`config.mk`:
```
export PLATFORM = sky130hd
export DESIGN_NAME = mips_alu_hilo
export DESIGN_NICKNAME = d
export VERILOG_FILES = /design/src/rtl/mips_alu_hilo_pkg.sv /design/src/rtl/mips_alu_div_step.sv /design/src/rtl/mips_alu_hilo.sv
export SDC_FILE = /design/constraint.sdc
export NUM_CORES = 1
export LEC_CHECK = 0
export BUFFER_PORTS_ARGS = -buffer_cell sky130_fd_sc_hd__buf_4
export CORE_AREA = 4 4 148 150
export CTS_BUF_LIST = sky130_fd_sc_hd__clkbuf_16
export DETAILED_ROUTE_END_ITERATION = 6
export DIE_AREA = 0 0 152 154
export HOLD_SLACK_MARGIN = 0.06
export PLACE_DENSITY_LB_ADDON = 0.08
export SKIP_LAST_GASP = 1
export SLEW_MARGIN = 20
export SYNTH_ARGS = -nofsm -noshare
export SYNTH_HDL_FRONTEND = slang
export SYNTH_SLANG_ARGS = --single-unit
```
`constraint.sdc`:
```
create_clock -name clock -period 8.44 [get_ports clock]
set_input_delay 0 -clock clock [delete_from_list [all_inputs] [get_ports clock]]
set_output_delay 0 -clock clock [all_outputs]
set_load 0.005 [all_outputs]
```
`src/rtl/mips_alu_hilo_pkg.sv`:
```
// Shared ALU function codes and HI/LO classification predicates for the
// MIPS ALU and its HI/LO register stage.
package mips_alu_hilo_pkg;

  typedef enum logic [4:0] {
    FUNC_ADD,
    FUNC_ADDU,
    FUNC_SUB,
    FUNC_SUBU,
    FUNC_AND,
    FUNC_OR,
    FUNC_XOR,
    FUNC_NOR,
    FUNC_SLT,
    FUNC_SLTU,
    FUNC_SLL,
    FUNC_SRL,
    FUNC_SRA,
    FUNC_MULS,
    FUNC_MULU,
    FUNC_DIVS,
    FUNC_DIVU,
    FUNC_MTLO,
    FUNC_MTHI,
    FUNC_MFLO,
    FUNC_MFHI
  } mips_alu_func_t;

  // Any function that reads or writes HI/LO must wait out an in-flight divide.
  function automatic logic mips_alu_func_is_hilo(input mips_alu_func_t f);
    return f inside {FUNC_MULS, FUNC_MULU, FUNC_DIVS, FUNC_DIVU,
                     FUNC_MTLO, FUNC_MTHI, FUNC_MFLO, FUNC_MFHI};
  endfunction

  function automatic logic mips_alu_func_is_div(input mips_alu_func_t f);
    return f inside {FUNC_DIVS, FUNC_DIVU};
  endfunction

endpackage

```
`src/rtl/mips_alu_div_step.sv`:
```
// One combinational restoring-division iteration on the {rem, quo} pair.
module mips_alu_div_step #(
  parameter int DATA_W = 32
) (
  input  logic [DATA_W-1:0] rem_in,
  input  logic [DATA_W-1:0] quo_in,
  input  logic [DATA_W-1:0] divisor,
  output logic [DATA_W-1:0] rem_out,
  output logic [DATA_W-1:0] quo_out
);

  // The shifted remainder can reach 2*divisor-1, so the trial uses one extra bit;
  // its MSB is the borrow.
  logic [DATA_W:0] rem_sh;
  logic [DATA_W:0] diff;

  always_comb begin
    rem_sh = {rem_in, quo_in[DATA_W-1]};
    diff   = rem_sh - {1'b0, divisor};
    if (diff[DATA_W]) begin
      rem_out = rem_sh[DATA_W-1:0];
      quo_out = {quo_in[DATA_W-2:0], 1'b0};
    end else begin
      rem_out = diff[DATA_W-1:0];
      quo_out = {quo_in[DATA_W-2:0], 1'b1};
    end
  end

endmodule

```
`src/rtl/mips_alu_hilo.sv`:
```
// HI/LO register stage behind the ALU with an iterative radix-2 divider.
// Optional build macro MIPS_ALU_HILO_EARLY_OUT_EN: skip iterations when |divisor| > |dividend|.
module mips_alu_hilo
  import mips_alu_hilo_pkg::*;
#(
  parameter int DATA_W = 32,
  parameter int CNT_W  = $clog2(DATA_W) + 1
) (
  input  logic              clock,
  input  logic              reset_n,
  input  logic              in_valid,
  input  mips_alu_func_t    func,
  input  logic [DATA_W-1:0] data1,
  input  logic [DATA_W-1:0] data2,
  input  logic [DATA_W-1:0] alu_lo,
  input  logic [DATA_W-1:0] alu_hi,
  input  logic              flush,
  output logic              stall,
  output logic              busy,
  output logic              div_done,
  output logic [DATA_W-1:0] reg_lo,
  output logic [DATA_W-1:0] reg_hi
);

  typedef enum logic [1:0] {ST_IDLE, ST_RUN, ST_FIX} state_t;

  state_t            state_q, state_d;
  logic [CNT_W-1:0]  cnt_q, cnt_d;
  logic [DATA_W-1:0] rem_q, rem_d, quo_q, quo_d, dvsr_q, dvsr_d;
  logic [DATA_W-1:0] lo_q, lo_d, hi_q, hi_d;
  logic              qneg_q, qneg_d, rneg_q, rneg_d, done_q, done_d;

  logic              accept, d1_neg, d2_neg;
  logic [DATA_W-1:0] mag1, mag2, step_rem, step_quo;

  assign busy     = (state_q != ST_IDLE);
  assign stall    = in_valid & busy & mips_alu_func_is_hilo(func);
  assign accept   = in_valid & ~stall & ~flush & (state_q == ST_IDLE);
  assign div_done = done_q;
  assign reg_lo   = lo_q;
  assign reg_hi   = hi_q;

  // Signed divide works on magnitudes; MIN maps onto itself, which is the
  // correct unsigned magnitude 2^(DATA_W-1).
  assign d1_neg = (func == FUNC_DIVS) & data1[DATA_W-1];
  assign d2_neg = (func == FUNC_DIVS) & data2[DATA_W-1];
  assign mag1   = d1_neg ? -data1 : data1;
  assign mag2   = d2_neg ? -data2 : data2;

  mips_alu_div_step #(.DATA_W(DATA_W)) u_div_step (
    .rem_in  (rem_q),
    .quo_in  (quo_q),
    .divisor (dvsr_q),
    .rem_out (step_rem),
    .quo_out (step_quo)
  );

  always_comb begin
    // NOTE: every variable gets a hold/default value first so no path through
    // the case statements leaves it unassigned, which would infer a latch.
    state_d = state_q;
    cnt_d   = cnt_q;
    rem_d   = rem_q;
    quo_d   = quo_q;
    dvsr_d  = dvsr_q;
    qneg_d  = qneg_q;
    rneg_d  = rneg_q;
    lo_d    = lo_q;
    hi_d    = hi_q;
    done_d  = 1'b0;

    unique case (state_q)
      ST_IDLE: begin
        if (accept) begin
          case (func)
            FUNC_MULS, FUNC_MULU: begin
              lo_d = alu_lo;
              hi_d = alu_hi;
            end
            FUNC_MTLO: lo_d = alu_lo;
            FUNC_MTHI: hi_d = alu_hi;
            FUNC_DIVS, FUNC_DIVU: begin
              if (data2 == '0) begin
                lo_d   = '1;
                hi_d   = data1;
                done_d = 1'b1;
              end else begin
                dvsr_d  = mag2;
                quo_d   = mag1;
                rem_d   = '0;
                qneg_d  = d1_neg ^ d2_neg;
                rneg_d  = d1_neg;
                cnt_d   = CNT_W'(DATA_W);
                state_d = ST_RUN;
`ifdef MIPS_ALU_HILO_EARLY_OUT_EN
                if (mag2 > mag1) begin
                  quo_d   = '0;
                  rem_d   = mag1;
                  state_d = ST_FIX;
                end
`endif
              end
            end
            default: ;
          endcase
        end
      end

      ST_RUN: begin
        if (flush) begin
          state_d = ST_IDLE;
        end else begin
          rem_d = step_rem;
          quo_d = step_quo;
          cnt_d = cnt_q - 1'b1;
          if (cnt_q == CNT_W'(1)) state_d = ST_FIX;
        end
      end

      ST_FIX: begin
        state_d = ST_IDLE;
        if (!flush) begin
          lo_d   = qneg_q ? -quo_q : quo_q;
          hi_d   = rneg_q ? -rem_q : rem_q;
          done_d = 1'b1;
        end
      end

      default: state_d = ST_IDLE;
    endcase
  end

  // NOTE: sequential state uses non-blocking assignments so every flop samples
  // the pre-edge values, independent of statement order.
  always_ff @(posedge clock or negedge reset_n) begin
    if (!reset_n) begin
      state_q <= ST_IDLE;
      cnt_q   <= '0;
      rem_q   <= '0;
      quo_q   <= '0;
      dvsr_q  <= '0;
      qneg_q  <= 1'b0;
      rneg_q  <= 1'b0;
      lo_q    <= '0;
      hi_q    <= '0;
      done_q  <= 1'b0;
    end else begin
      state_q <= state_d;
      cnt_q   <= cnt_d;
      rem_q   <= rem_d;
      quo_q   <= quo_d;
      dvsr_q  <= dvsr_d;
      qneg_q  <= qneg_d;
      rneg_q  <= rneg_d;
      lo_q    <= lo_d;
      hi_q    <= hi_d;
      done_q  <= done_d;
    end
  end

endmodule

```
[Word-level counts from Yosys, hierarchy flattened]
Index checks and enable logic that the tools add are counted.
Storage, ports and cells
  register bits: 171
  input bits: 137
  logic and storage cells: 103
Cells by class
  $add $sub $neg: 6
  eq/ne operators: 20
  muxes and demuxes: 42
  bitwise operators: 11
  reduce and logical (&&, ||, !) cells: 14
Operator list (number)
  $mux W32: 19
  $pmux W32 S2: 6
  $neg A32 Y32: 4
  $sub A33 B32 Y33: 1
  $logic_not A32 Y1: 1
  $eq A5 B5 Y1 const B: 5
  $mux W6: 4
  $eq A5 B4 Y1 const B: 3
  $reduce_and A5 Y1: 3
  $pmux W6 S2: 1
  $mux W2: 5
  $ne A2 B2 Y1 const B: 4
  $reduce_and A4 Y1: 2
  $reduce_bool A8 Y1: 1
  $and A1 B1 Y1: 7
  $eq A6 B1 Y1 const B: 1
  $ne A3 B2 Y1 const B: 2
  $ne A3 B3 Y1 const B: 2
  $reduce_bool A2 Y1: 3
  $reduce_or A3 Y1: 2
  $sub A6 B1 Y6 const B: 1
  $mux W1: 5
  $pmux W2 S2: 1
  $not A1 Y1: 3
  7 further kinds: 7

[Longest topological paths before layout]
  depth in word-level cells: 9
  gate-level depth with buffers: 14

[Cells and area by module]
Synthesis repeated with hierarchy kept, for this count alone.
Second synthesis, totals
  cells, all modules: 1605
  area, all modules: 13095.1 um2
By module, submodules not included
  mips_alu_hilo: times used 1, cells each 1263, area an instance 10606.4 um2, seq. area each 4279.1 um2
  mips_alu_div_step: times used 1, cells each 342, area an instance 2488.6 um2, seq. area each 0.0 um2

[Worst setup path after synthesis]
Ideal clock, no wire load.
  kind: reg2reg
  from: register rem_q[4]
  to: register rem_q[16]
  setup time: 0.135 ns
  data arrival time: 2.987 ns
  path slack: 5.318 ns
  stages on the path, launching flop included: 13
  buffers on the path: 2
  clock period less this slack: 3.122 ns
  path through: dfrtp_1 -> ha_1 -> a21o_1 -> a211o_1 -> o211ai_1 -> nand3_1 -> o21a_1 -> o21a_1 -> o311ai_1 -> buf_2 -> buf_2 -> mux2i_1 -> o22ai_1
Between the ends
  cells in the longest elaborated chain, start to end: 4
RTL lines
  from (decl): line mips_alu_hilo.sv:29  | logic [DATA_W-1:0] rem_q, rem_d, quo_q, quo_d, dvsr_q, dvsr_d;
  from (signal assigned): line mips_alu_hilo.sv:150  | rem_q <= rem_d;
  $sub A33 B32 Y33: line mips_alu_div_step.sv:19  | diff = rem_sh - {1'b0, divisor};
  $mux W32: line mips_alu_div_step.sv:20  | if (diff[DATA_W]) begin
  $mux W32: line mips_alu_hilo.sv:110  | if (flush) begin
  $pmux W32 S2: line mips_alu_hilo.sv:72  | unique case (state_q)
No other way between the ends. The select of a mux whose other input is x is not followed.
A chain may end at the register's enable or synchronous reset.

[Worst setup path after layout]
  from: register rem_q[4]
  to: register rem_q[17]
Same word-level chain as after synthesis.

==> run_results.csv <==
group,metric,value,unit
outcome,status,"complete, but fails checks",
outcome,violations,"design-rule violations",
logic_synthesis,synth_simple_gate_area_share,19.4,%
finish,layout_commonest_cell,"nand2_1",
critical_path,worst_setup_path_start_kind,"register",
power,intPower,0.00214,W
timing,worst_slew_pin_slew,1.13,ns
logic_synthesis,yosys_warnings,0,
place,dp_slack,4.34,ns
place,place.gp.congestion,0.951,
clock_network,h-tree-depth,4,
logic_synthesis,syn-num-nets,1704,
power,finalPower,0.00349,W
timing,whs,0.0661,ns
timing,setup_tns,0,ns
job,max_cap_violations,0,
grt,grt_max_degree,102,
timing,rsz0062_at_grt,"false",
power,pwr-share-clk,22.6,%
route,vias,12600,
logic_synthesis,synth_xor_area_share,10.3,%
logic_synthesis,synth-adder-area-share,4.05,%
clock_network,clkLatencyLatePin,0.44,ns
logic_synthesis,netlist_area,0.0122,mm²
logic_synthesis,avgSynthCellArea,8.01,µm²
grt,gr-total-overflow,0,
floorplan,start_util,59.1,%
power,combPwrFrac,40.3,%
floorplan,core,0.0207,mm²
clock_network,clkTransAtPathRegs,0.07,ns
clock_network,cts_setup_buffers,0,
finish,area_growth,28.9,%
timing,report.final.slew_viol_count,0,
finish,final_cell_area,0.0158,mm²
grt,antenna_found_initial,1,
route,drc,1,
floorplan,io_pins,204,
route,firstDrtPassIters,7,
power,p_sw_share,38.7,%
clock_network,cts_tree,"done",
critical_path,arrival,4.53,ns
grt,grt_pass1_wl,63.6,mm
finish,diodes,0,
critical_path,cpMostUsedCell,"o21a_1",
logic_synthesis,synth-compound-area-share,23.8,%
route,finalWirelength,40.1,mm
power,switching_power,0.00135,W
critical_path,cp.required,8.78,ns
finish,most-common-layout-cells,"nand2_1 (238), buf_4 (213), dfrtp_1 (171)",
logic_synthesis,synth_cell_types,72,
place,portBuffers,203,
floorplan,die_h,154,µm
floorplan,placement_rows,53,
route,ant_nets,0,
logic_synthesis,yosysSeqAreaShare,35.0,%
power,power.leakage,7.10,nW
finish,nets,1978,
timing,fin_ws,4.25,ns
timing,fmax,239,MHz
timing,slew_headroom,24.7,%
place,place_area,0.0138,mm²
logic_synthesis,synth_mux_area_share,2.47,%
timing,finalSetupViolCount,0,
critical_path,cp_slowest_stage_delay,0.80,ns
clock_network,cts_sinks,171,
grt,grt_use_total,33.5,%
critical_path,crit_buf_inv,1,
worst_hold_path,min_path_type,"in -> reg",
timing,period_minus_slack,4.19,ns
critical_path,path_class,"reg -> reg",
critical_path,path_delay_family,"compound AO/OA/AOI/OAI gates",
route,wire_per_inst,19.2,µm
logic_synthesis,async_flop_share,100,%
timing,hold_viol,0,
route,viasPerCell,6.01,
grt,grt_pass1_vias,11900,
floorplan,die_w,152,µm
place,dpl.hpwl,28.4,mm
logic_synthesis,ys_ff_latch,171,
clock_network,cts_max_path_buffers,2,
power,vdd_ir_drop_max,0.156,mV
logic_synthesis,synth_cells,1528,
critical_path,critPathMaxFanout,23,
logic_synthesis,synth-main-ff-cell,"dfrtp_1",
timing,fin_crit_sh,49.6,%
clock_network,clk_root_buffer_cell,"clkbuf_16",
logic_synthesis,synth-edff-count,0,
power,powerDensity,221,mW/mm²
critical_path,crit_chain,"ha_1 -> a21o_1 -> a211o_1 -> o211ai_1 -> nand3_1 -> o21a_1 -> o21a_1 -> o311ai_4 -> buf_4 -> mux2_2 -> o21ai_0",
power,power_frac_seq,37.1,%
timing,fin_skew,0.0152,ns
clock_network,numCtsBuffers,17,
critical_path,slowest_stage,"o311ai_4",
finish,drive_above_1_share,15.9,%
route,first_iter_violations,1086,
logic_synthesis,synth_top_family_by_area,"compound AO/OA/AOI/OAI gates",
critical_path,end_kind,"register",
floorplan,die_area,0.0234,mm²
## Yosys cell counts (all sizes together), types with 8 or more instances
| cell type | count | area [µm²] |
|---|---|---|
| nand2 | 239 | 900 |
| dfrtp | 171 | 4280 |
| o21ai | 166 | 831 |
| a21oi | 145 | 726 |
| nor2 | 111 | 417 |
| xnor2 | 96 | 841 |
| clkbuf | 64 | 245 |
| inv | 54 | 203 |
| xor2 | 48 | 420 |
| ha | 38 | 475 |
| nor3 | 36 | 191 |
| o31ai | 36 | 280 |
| o22ai | 30 | 188 |
| buf | 29 | 155 |
| mux2i | 28 | 280 |
| nand2b | 22 | 138 |
| nand3 | 17 | 85.1 |
| o41ai | 16 | 148 |
| a31oi | 15 | 93.8 |
| or4 | 15 | 128 |
| a21o | 12 | 90.1 |
| or3 | 12 | 80.1 |
| nor4 | 11 | 96.3 |
| and2 | 9 | 56.3 |
| o221a | 9 | 101 |
| o211ai | 8 | 60.1 |
| or2 | 8 | 50.1 |
## worst register-to-register path, cell delays in order, from the launching register on
cell,delay (ns)
dfrtp_1,0.46
ha_1,0.40
a21o_1,0.22
a211o_1,0.25
o211ai_1,0.26
nand3_1,0.25
o21a_1,0.26
o21a_1,0.23
o311ai_4,0.80
buf_4,0.45
mux2_2,0.37
o21ai_0,0.15
## layer usage
metal	track usage, %	wire [µm]	part of all wire (%)
met1	42.5	16400	41
met2	56.7	19200	48
met3	6.19	2860	7.1
met4	14.2	1600	4.0
met5	0	13	0.032
## flip-flops by register name, indices dropped and copies added, names as in the netlist
name      flops
cnt_q         6
div_done      1
dvsr_q       32
qneg_q        1
quo_q        32
reg_hi       32
reg_lo       32
rem_q        32
rneg_q        1
state_q       2
## cell families after synthesis
group | count (synthesis)
AND/OR/NAND/NOR | 513
adder cells (fa/ha/maj) | 39
buffers and inverters | 147
multiplexers | 30
AO/OA/AOI/OAI | 484
XOR/XNOR | 144
flip-flops | 171
## power by group through the flow
| stage | clock [W] | combinational, W | sequential, W |
|---|---|---|---|
| finish | 0.000788 | 0.00141 | 0.00129 |
| global route | 0.000820 | 0.00156 | 0.00132 |
| CTS | 0.000787 | 0.00139 | 0.00128 |
| detailed placement | 0 | 0.00133 | 0.00130 |
| global placement | 0 | 0.00130 | 0.00129 |
| floorplan | 0 | 0.000897 | 0.00123 |
## timing repair
item,in CTS,in global routing
endpoints found under the hold margin,216,0
hold buffers,134,0
resized for setup,0,0
## through the flow
step	utilization [%]	instances
finish	76.2	2088
detailed placement	66.9	1924
CTS	76.2	2088
floorplan	-	1528
global route	76.2	2088
global placement	66.9	1924
## final timing paths
kind                       startpoint         end  slack (ns)  cells after the start
max                          rem_q[4]   rem_q[17]        4.25                     11
min                        alu_hi[28]  reg_hi[28]        0.07                      5
max reg2reg                  rem_q[4]   rem_q[17]        4.25                     11
min reg2reg                 reg_lo[5]   reg_lo[5]        0.48                      1
max in group asynchronous     reset_n   rem_q[31]        6.78                      3
min in group asynchronous     reset_n  reg_lo[18]        0.18                      2
## area by class of cell
class                   instances  area (µm²)
well taps                     275         344
repair buffers                348        2950
inverters                      54         203
fillers                      1537        4920
flip-flops and latches        171        4280
clock buffers                  17         425
multi-input cells            1210        7420
clock inverters                13         146
No activity file was read; power rests on OpenSTA's default activity.
